$ cat src/rtl/pong_vga_renderer.sv
// 640x480@60 VGA renderer for pong: sync generation, per-frame game-state snapshot,
// and a single registered output stage for hsync/vsync/rgb/display_on/frame_tick.
module pong_vga_renderer #(
  parameter int H_VISIBLE     = 640,
  parameter int H_FP          = 16,
  parameter int H_SYNC        = 96,
  parameter int H_BP          = 48,
  parameter int V_VISIBLE     = 480,
  parameter int V_FP          = 10,
  parameter int V_SYNC        = 2,
  parameter int V_BP          = 33,
  parameter int PADDLE_WIDTH  = 10,
  parameter int PADDLE_HEIGHT = 60,
  parameter int BALL_SIZE     = 10
) (
  input  logic       clk,
  input  logic       rst_n,
  input  logic [9:0] player_paddle_y,
  input  logic [9:0] opponent_paddle_y,
  input  logic [9:0] ball_x,
  input  logic [9:0] ball_y,
  input  logic [7:0] score,
  output logic       hsync,
  output logic       vsync,
  output logic [5:0] rgb,
  output logic       display_on,
  output logic       frame_tick
);

  localparam int H_TOTAL = H_VISIBLE + H_FP + H_SYNC + H_BP;
  localparam int V_TOTAL = V_VISIBLE + V_FP + V_SYNC + V_BP;

  logic [9:0] h_cnt, v_cnt;
  logic       h_last, v_last;

  logic [9:0] sh_player_y, sh_opponent_y, sh_ball_x, sh_ball_y;
  logic [7:0] sh_score;

  assign h_last = (h_cnt == 10'(H_TOTAL - 1));
  assign v_last = (v_cnt == 10'(V_TOTAL - 1));

  // NOTE: sequential state uses non-blocking assignments so every flop samples pre-edge values.
  always_ff @(posedge clk) begin
    if (!rst_n) begin
      h_cnt <= '0;
      v_cnt <= '0;
    end else if (h_last) begin
      h_cnt <= '0;
      v_cnt <= v_last ? '0 : v_cnt + 10'd1;
    end else begin
      h_cnt <= h_cnt + 10'd1;
    end
  end

  logic vis, hs_active, vs_active, snap;
  assign vis       = (h_cnt < 10'(H_VISIBLE)) && (v_cnt < 10'(V_VISIBLE));
  assign hs_active = (h_cnt >= 10'(H_VISIBLE + H_FP)) && (h_cnt < 10'(H_VISIBLE + H_FP + H_SYNC));
  assign vs_active = (v_cnt >= 10'(V_VISIBLE + V_FP)) && (v_cnt < 10'(V_VISIBLE + V_FP + V_SYNC));
  assign snap      = (h_cnt == 10'd0) && (v_cnt == 10'(V_VISIBLE));

  // Object bounds are evaluated in 11 bits so a shape near 1023 clips instead of wrapping.
  logic [10:0] h_ext, v_ext;
  assign h_ext = {1'b0, h_cnt};
  assign v_ext = {1'b0, v_cnt};

  logic ball_hit, left_hit, right_hit, tally_row, net_hit;
  assign ball_hit  = (h_ext >= {1'b0, sh_ball_x}) && (h_ext < {1'b0, sh_ball_x} + 11'(BALL_SIZE)) &&
                     (v_ext >= {1'b0, sh_ball_y}) && (v_ext < {1'b0, sh_ball_y} + 11'(BALL_SIZE));
  assign left_hit  = (h_cnt < 10'(PADDLE_WIDTH)) &&
                     (v_ext >= {1'b0, sh_opponent_y}) &&
                     (v_ext < {1'b0, sh_opponent_y} + 11'(PADDLE_HEIGHT));
  assign right_hit = (h_cnt >= 10'(H_VISIBLE - PADDLE_WIDTH)) &&
                     (v_ext >= {1'b0, sh_player_y}) &&
                     (v_ext < {1'b0, sh_player_y} + 11'(PADDLE_HEIGHT));
  assign tally_row = (v_cnt >= 10'd8) && (v_cnt <= 10'd15);
  assign net_hit   = ((h_cnt == 10'd319) || (h_cnt == 10'd320)) && !v_cnt[3];

  // Tally blocks are 8 px wide on a 12 px pitch, growing outward from the net.
  logic opp_hit, ply_hit;
  always_comb begin
    // NOTE: defaults first so no path through this block can infer a latch.
    opp_hit = 1'b0;
    ply_hit = 1'b0;
    for (int k = 0; k < 16; k++) begin
      if ((4'(k) < sh_score[7:4]) && (h_cnt >= 10'(304 - 12 * k)) && (h_cnt <= 10'(311 - 12 * k)))
        opp_hit = 1'b1;
      if ((4'(k) < sh_score[3:0]) && (h_cnt >= 10'(328 + 12 * k)) && (h_cnt <= 10'(335 + 12 * k)))
        ply_hit = 1'b1;
    end
  end

  logic [5:0] colour;
  always_comb begin
    colour = 6'b000000;
    if (ball_hit)                  colour = 6'b111100;
    else if (left_hit)             colour = 6'b111111;
    else if (right_hit)            colour = 6'b111111;
    else if (tally_row && opp_hit) colour = 6'b110000;
    else if (tally_row && ply_hit) colour = 6'b001100;
    else if (net_hit)              colour = 6'b101010;
  end

  always_ff @(posedge clk) begin
    if (!rst_n) begin
      sh_player_y   <= 10'd210;
      sh_opponent_y <= 10'd210;
      sh_ball_x     <= 10'd320;
      sh_ball_y     <= 10'd240;
      sh_score      <= 8'd0;
      hsync         <= 1'b1;
      vsync         <= 1'b1;
      rgb           <= 6'b000000;
      display_on    <= 1'b0;
      frame_tick    <= 1'b0;
    end else begin
      if (snap) begin
        sh_player_y   <= player_paddle_y;
        sh_opponent_y <= opponent_paddle_y;
        sh_ball_x     <= ball_x;
        sh_ball_y     <= ball_y;
        sh_score      <= score;
      end
      hsync      <= !hs_active;
      vsync      <= !vs_active;
      rgb        <= vis ? colour : 6'b000000;
      display_on <= vis;
      frame_tick <= snap;
    end
  end

endmodule

$ cat config.mk
export PLATFORM = sky130hd
export DESIGN_NAME = pong_vga_renderer
export DESIGN_NICKNAME = d
export VERILOG_FILES = /design/src/rtl/pong_vga_renderer.sv
export SDC_FILE = /design/constraint.sdc
export NUM_CORES = 1
export LEC_CHECK = 0
export ABC_AREA = 1
export BUFFER_PORTS_ARGS = -buffer_cell sky130_fd_sc_hd__buf_2
export CELL_PAD_IN_SITES_DETAIL_PLACEMENT = 2
export CELL_PAD_IN_SITES_GLOBAL_PLACEMENT = 2
export CORE_UTILIZATION = 36
export CTS_CLUSTER_DIAMETER = 60
export DETAILED_ROUTE_END_ITERATION = 6
export PLACE_DENSITY = 0.95
export SYNTH_ARGS = -nofsm -noshare
export SYNTH_HDL_FRONTEND = slang
export SYNTH_SLANG_ARGS = --single-unit
export TNS_END_PERCENT = 100
$ cat constraint.sdc
create_clock -name clk -period 5.6 [get_ports clk]
set_input_delay 0.28 -clock clk [delete_from_list [all_inputs] [get_ports clk]]
set_output_delay 0.28 -clock clk [all_outputs]
set_load 0.01 [all_outputs]
Word level (Yosys, flattened, before mapping). Index checks and enable logic that the tools add are counted.

Add/sub/neg operators: 6. $lt $le $gt $ge: 114. Eq/ne operators: 5. Muxes and demuxes: 39. Bitwise operators: 2. Reductions and logical operators: 87.

Operator list (count): >= comparator 10 x 9 -> 1 bit, second input constant (22); less-or-equal comparator 10 x 9 -> 1 bit, second input constant (20); less-or-equal comparator 10 x 8 -> 1 bit, second input constant (11); >= comparator 10 x 8 -> 1 bit, second input constant (10); logical AND 1 bit (79); less-than comparator 4 bit, first input constant (16); less-than comparator 10 x 11 -> 1 bit (4); >= comparator 10 bit (4); two-way mux 6 bit (6); less-than comparator 3 x 4 -> 1 bit, first input constant (8); two-way mux 1 bit (32); == test 10 x 9 -> 1 bit, second input constant (3); adder 10 x 4 -> 11 bit, second input constant (2); adder 10 x 6 -> 11 bit, second input constant (2); adder 10 x 1 -> 10 bit, second input constant (2); == test 10 bit, second input constant (2); >= comparator 10 bit, second input constant (2); less-than comparator 10 bit, second input constant (2); less-than comparator 10 x 9 -> 1 bit, second input constant (2); less-than comparator 1 x 4 -> 1 bit, first input constant (4); less-than comparator 2 x 4 -> 1 bit, first input constant (4); >= comparator 10 x 4 -> 1 bit, second input constant (1); >= comparator 10 x 7 -> 1 bit, second input constant (1); less-or-equal comparator 10 bit, second input constant (1); other kinds (10) (13).

Register bits after elaboration: 78. Input port bits: 50. Output and inout port bits: 10. Logic and storage cells: 266.

Logic depth before layout (Yosys ltp).
Depth after elaboration: 25. Mapped depth: 17. Gate-level depth less buffers: 17.

Worst setup path before layout. No wires, ideal clock.

Path kind: register to register. Start point: reg sh_player_y[2]. End point: reg rgb[5]. Library setup time: 0.114 ns. Data arrival time: 2.029 ns. Data required time: 5.486 ns. Setup slack: 3.457 ns. Cell stages (with the launch flop): 17. Path buffers: 0. Period minus slack after synthesis: 2.143 ns. Cells stage by stage: dfxtp_1 -> inv_1 -> ha_1 -> nand3_1 -> nand2_1 -> xor2_1 -> ha_1 -> a21oi_1 -> or2_1 -> nand3_1 -> nor2_1 -> nand2_1 -> nand2_1 -> nor2_1 -> nand2_1 -> nand2_1 -> nand2_1.

Cells in the longest elaborated chain, start to end: 6. Elaborated cells between the ends (all ways): 8. Those cells by class: add/sub (1); order compare (2); mux (3); reduce/logical (2).

Ends and longest elaborated chain: start, declared (line 36) `logic [9:0] sh_player_y, sh_opponent_y, sh_ball_x, sh_ball_y;`; start signal, assigned (line 117) `sh_player_y <= player_paddle_y;`; adder 10 x 6 -> 11 bit / >= comparator 10 bit (equally long branches) (line 74, 73); less-than comparator 10 x 11 -> 1 bit / logical AND 1 bit (equally long branches) (line 74, 72); logical AND 1 bit * (line 73) `(v_ext >= {1'b0, sh_player_y}) &&`; two-way mux 6 bit * (line 97) `else if (right_hit) colour = 6'b111111;`; two-way mux 6 bit * (line 96) `else if (left_hit) colour = 6'b111111;`; two-way mux 6 bit * (line 95) `if (ball_hit) colour = 6'b111100;`; end signal, assigned (line 125) `rgb <= vis ? colour : 6'b000000;`; end, declared (line 25) `output logic [5:0] rgb,`.

Mark *: on every way between the ends. The rest lies on a longest branch, timed or not. A chain may end at the register's enable or synchronous reset.

Final worst setup path.
Start point: reg h_cnt[8]. End point: reg sh_opponent_y[2].

Cells in the longest elaborated chain, start to end: 2.

Ends and longest elaborated chain: start, declared (line 33) `logic [9:0] h_cnt, v_cnt;`; start signal, assigned (line 51) `h_cnt <= h_cnt + 10'd1;`; zero test 10 bit (line 59) `assign snap = (h_cnt == 10'd0) && (v_cnt == 10'(V_VISIBLE));`; logical AND 1 bit (line 59); end signal, assigned (line 118) `sh_opponent_y <= opponent_paddle_y;`; end, declared (line 36).

Every way passes these cells.

==> results.sh <==
export IMPL_dp_slack_ns=2.272
export IMPL_core_area_um2=17480
export IMPL_htree_levels=3
export IMPL_worstPathMaxFanout=58
export IMPL_grt_start_max_net_pins=59
export IMPL_synth_nets=1114
export IMPL_hp_class="in -> reg"
export IMPL_io_buffers=59
export IMPL_design_die_area_um2=18630
export IMPL_fin_util_pct=41.22
export IMPL_drive_gt1_share_pct=10.37
export IMPL_cts_sinks=78
export IMPL_outcome="finished, final reports clean"
export IMPL_synth_top_area_share_pct=23.98
export IMPL_num_nets_final=1160
export IMPL_viasPerCell=5.689
export IMPL_cpPeakStageDelay_ns=0.78
export IMPL_dr_pass1_iters=4
export IMPL_cp_start_kind="flop"
export IMPL_synth_seq_cells=78
export IMPL_setup_ws_ns=2.186
export IMPL_wl_um=28470
export IMPL_ir_drop_v=0.0001519
export IMPL_dr_total_vias=7151
export IMPL_post_drt_wl_per_cell_um=22.65
export IMPL_mostFrequentLayoutCell="nand2_1"
export IMPL_synth_largest_area_cell="dfxtp_1"
export IMPL_yosys_warnings=0
export IMPL_hold_ws_ns=0.1405
export IMPL_worstMarginPinSlew_ns=1.123
export IMPL_die_y_um=136.5
export IMPL_timing_setup_tns_ns=0
export IMPL_fp_row_count=48
export IMPL_period_minus_slack_ns=3.414
export IMPL_fmax_mhz=292.9
export IMPL_diodes=0
export IMPL_ios=60
export IMPL_grt_pass1_vias=8061
export IMPL_final_antenna_net_count=0
export IMPL_cts_max_path_buffers=2
export IMPL_slew_violations=0
export IMPL_clkTransAtPathRegs_ns=0.07
export IMPL_syn_area_per_cell_um2=6.631
export IMPL_gp_congestion=0.9144
export IMPL_drc=0
export IMPL_dp_hpwl_um=22290
export IMPL_multi_input_area_um2=4339
export IMPL_hold_viol_final=0
export IMPL_initial_core_util_pct=37.26
export IMPL_numCtsBuffers=9
export IMPL_regArea_um2=1562
export IMPL_endpoint_kind="flop"
export IMPL_leakage_nw=3.540
export IMPL_fin_crit_sh_pct=60.97
export IMPL_die_w_um=136.5
export IMPL_synthDistinctLibCells=40
export IMPL_critPathKind="reg -> reg"
export IMPL_synth_cells=982
export IMPL_cts_post_setup_buffers_inserted=0
export IMPL_antenna_found_initial=0
export IMPL_crit_slowest_cell="nor2_1"
export IMPL_syn_to_final_growth_pct=10.65
export IMPL_crit_family="simple AND/OR/NAND/NOR gates"
export IMPL_cp_required_ns=5.81
export IMPL_cts_hold_buffers_added=0
export IMPL_power_density_nw_per_um2=164.8
export IMPL_arrival_ns=3.62
export IMPL_drv_cap=0
export IMPL_synth_area_um2=6511
export IMPL_drt_initial_drc_count=435
export IMPL_grt_use_total_pct=32.02
export IMPL_clk_latency_ns=0.36
export IMPL_grt_pass1_wl_um=44740
export IMPL_mostFrequentLayoutCells="nand2_1, nor2_1, inv_1, ha_1, dfxtp_1"
export IMPL_tritoncts="yes"
export IMPL_synth_seq_area_share_pct=23.98
export IMPL_fillers=2122
export IMPL_worst_path_buf_inv=1
export IMPL_fin_skew_ns=0.01668
export IMPL_synth_area_leaders="dfxtp_1, ha_1, nand2_1"
export IMPL_cts_resized=0
export IMPL_grt_ovfl_total=0
export IMPL_finalSetupViolCount=0
export IMPL_cts_root_buf="clkbuf_16"
export IMPL_crit_chain="nor2_1, inv_1, nor4_1, nand2_2, o21ai_0, a21oi_1"
export IMPL_slew_headroom_pct=25.13
export IMPL_rsz0062_at_grt="false"
synth_stat cells (all sizes together):
library cell  count
a211oi            2
a21o              3
a21oi            76
a221oi            1
a31oi             1
buf              18
clkbuf            7
dfxtp            78
ha               82
inv             121
nand2           223
nand3            58
nand3b            2
nand4            27
nor2            131
nor3             16
nor3b             1
nor4              7
o2111ai           1
o211ai           16
o21a              4
o21ai            72
o21bai            2
o32ai             1
or2               2
xnor2             3
xor2             27
worst register-to-register path: cells and delay by family (launching register included):
kind | cells | cell delay, ns
buf+inv | 1 | 0.26
simple gates | 3 | 1.90
compound gates | 2 | 0.66
flops | 1 | 0.44
area by class of cell:
cell class              instances  area share (%)
repair buffers                 60           4.203
clock buffers                   9           3.126
inverters                     121           6.304
flip-flops and latches         78           21.67
multi-input cells             758           60.23
well taps                     225           3.908
clock inverters                 6          0.5557
metal layers:
layer	routed length (µm)	up-vias	global-route usage, %	share of wire [%]
li1	-	3346	-	-
met1	11610	3529	36.17	41
met2	14540	193	57.70	51
met3	1200	83	5.518	4.2
met4	1130	0	15.49	4.0
met5	0	-	0	0
logic make-up (layout without fill, tap and decap cells):
kind of cell / count (synthesis) / in the layout / share of synthesized area, %
compound gates: 179 / 179 / 15.20
xor+xnor: 30 / 30 / 4.035
fa+ha+maj: 82 / 82 / 15.76
buf+inv: 146 / 196 / 9.416
flops: 78 / 78 / 23.98
simple gates: 467 / 467 / 31.61
per-stage QoR:
stage                power, W  area, µm²  std cells
floorplan           0.0006007       6511        982
finish               0.001187       7204       1257
global placement    0.0006279       6939       1242
global route         0.001227       7204       1257
CTS                  0.001195       7204       1257
detailed placement  0.0006346       6939       1242
final timing paths:
check                                 from                             to  slack [ns]  cells past startpoint
setup reg to reg       h_cnt[8]$_SDFF_PP0_  sh_opponent_y[2]$_SDFFE_PN0P_        2.19                      6
hold / removal          player_paddle_y[7]    sh_player_y[7]$_SDFFE_PN1P_        0.14                      3
hold reg to reg   sh_score[4]$_SDFFE_PN0P_       sh_score[4]$_SDFFE_PN0P_        0.50                      2
setup / recovery       h_cnt[8]$_SDFF_PP0_  sh_opponent_y[2]$_SDFFE_PN0P_        2.19                      6
state kept, by name, summed over array words and instances, names as in the netlist, 6 cells and up:
signal / count
sh_ball_x: 10
sh_opponent_y: 10
sh_score: 8
sh_player_y: 10
sh_ball_y: 10
rgb: 6
h_cnt: 10
v_cnt: 10
power by group:
group / internal, W / total [W] / leakage (nW) / switching (W)
clock network: 0.000297 / 0.000564 / 0.131 / 0.000267
logic: 0.0000228 / 0.0000618 / 2.78 / 0.0000389
registers: 0.000557 / 0.000561 / 0.630 / 0.00000438
Power figures use the tool's default switching activity.
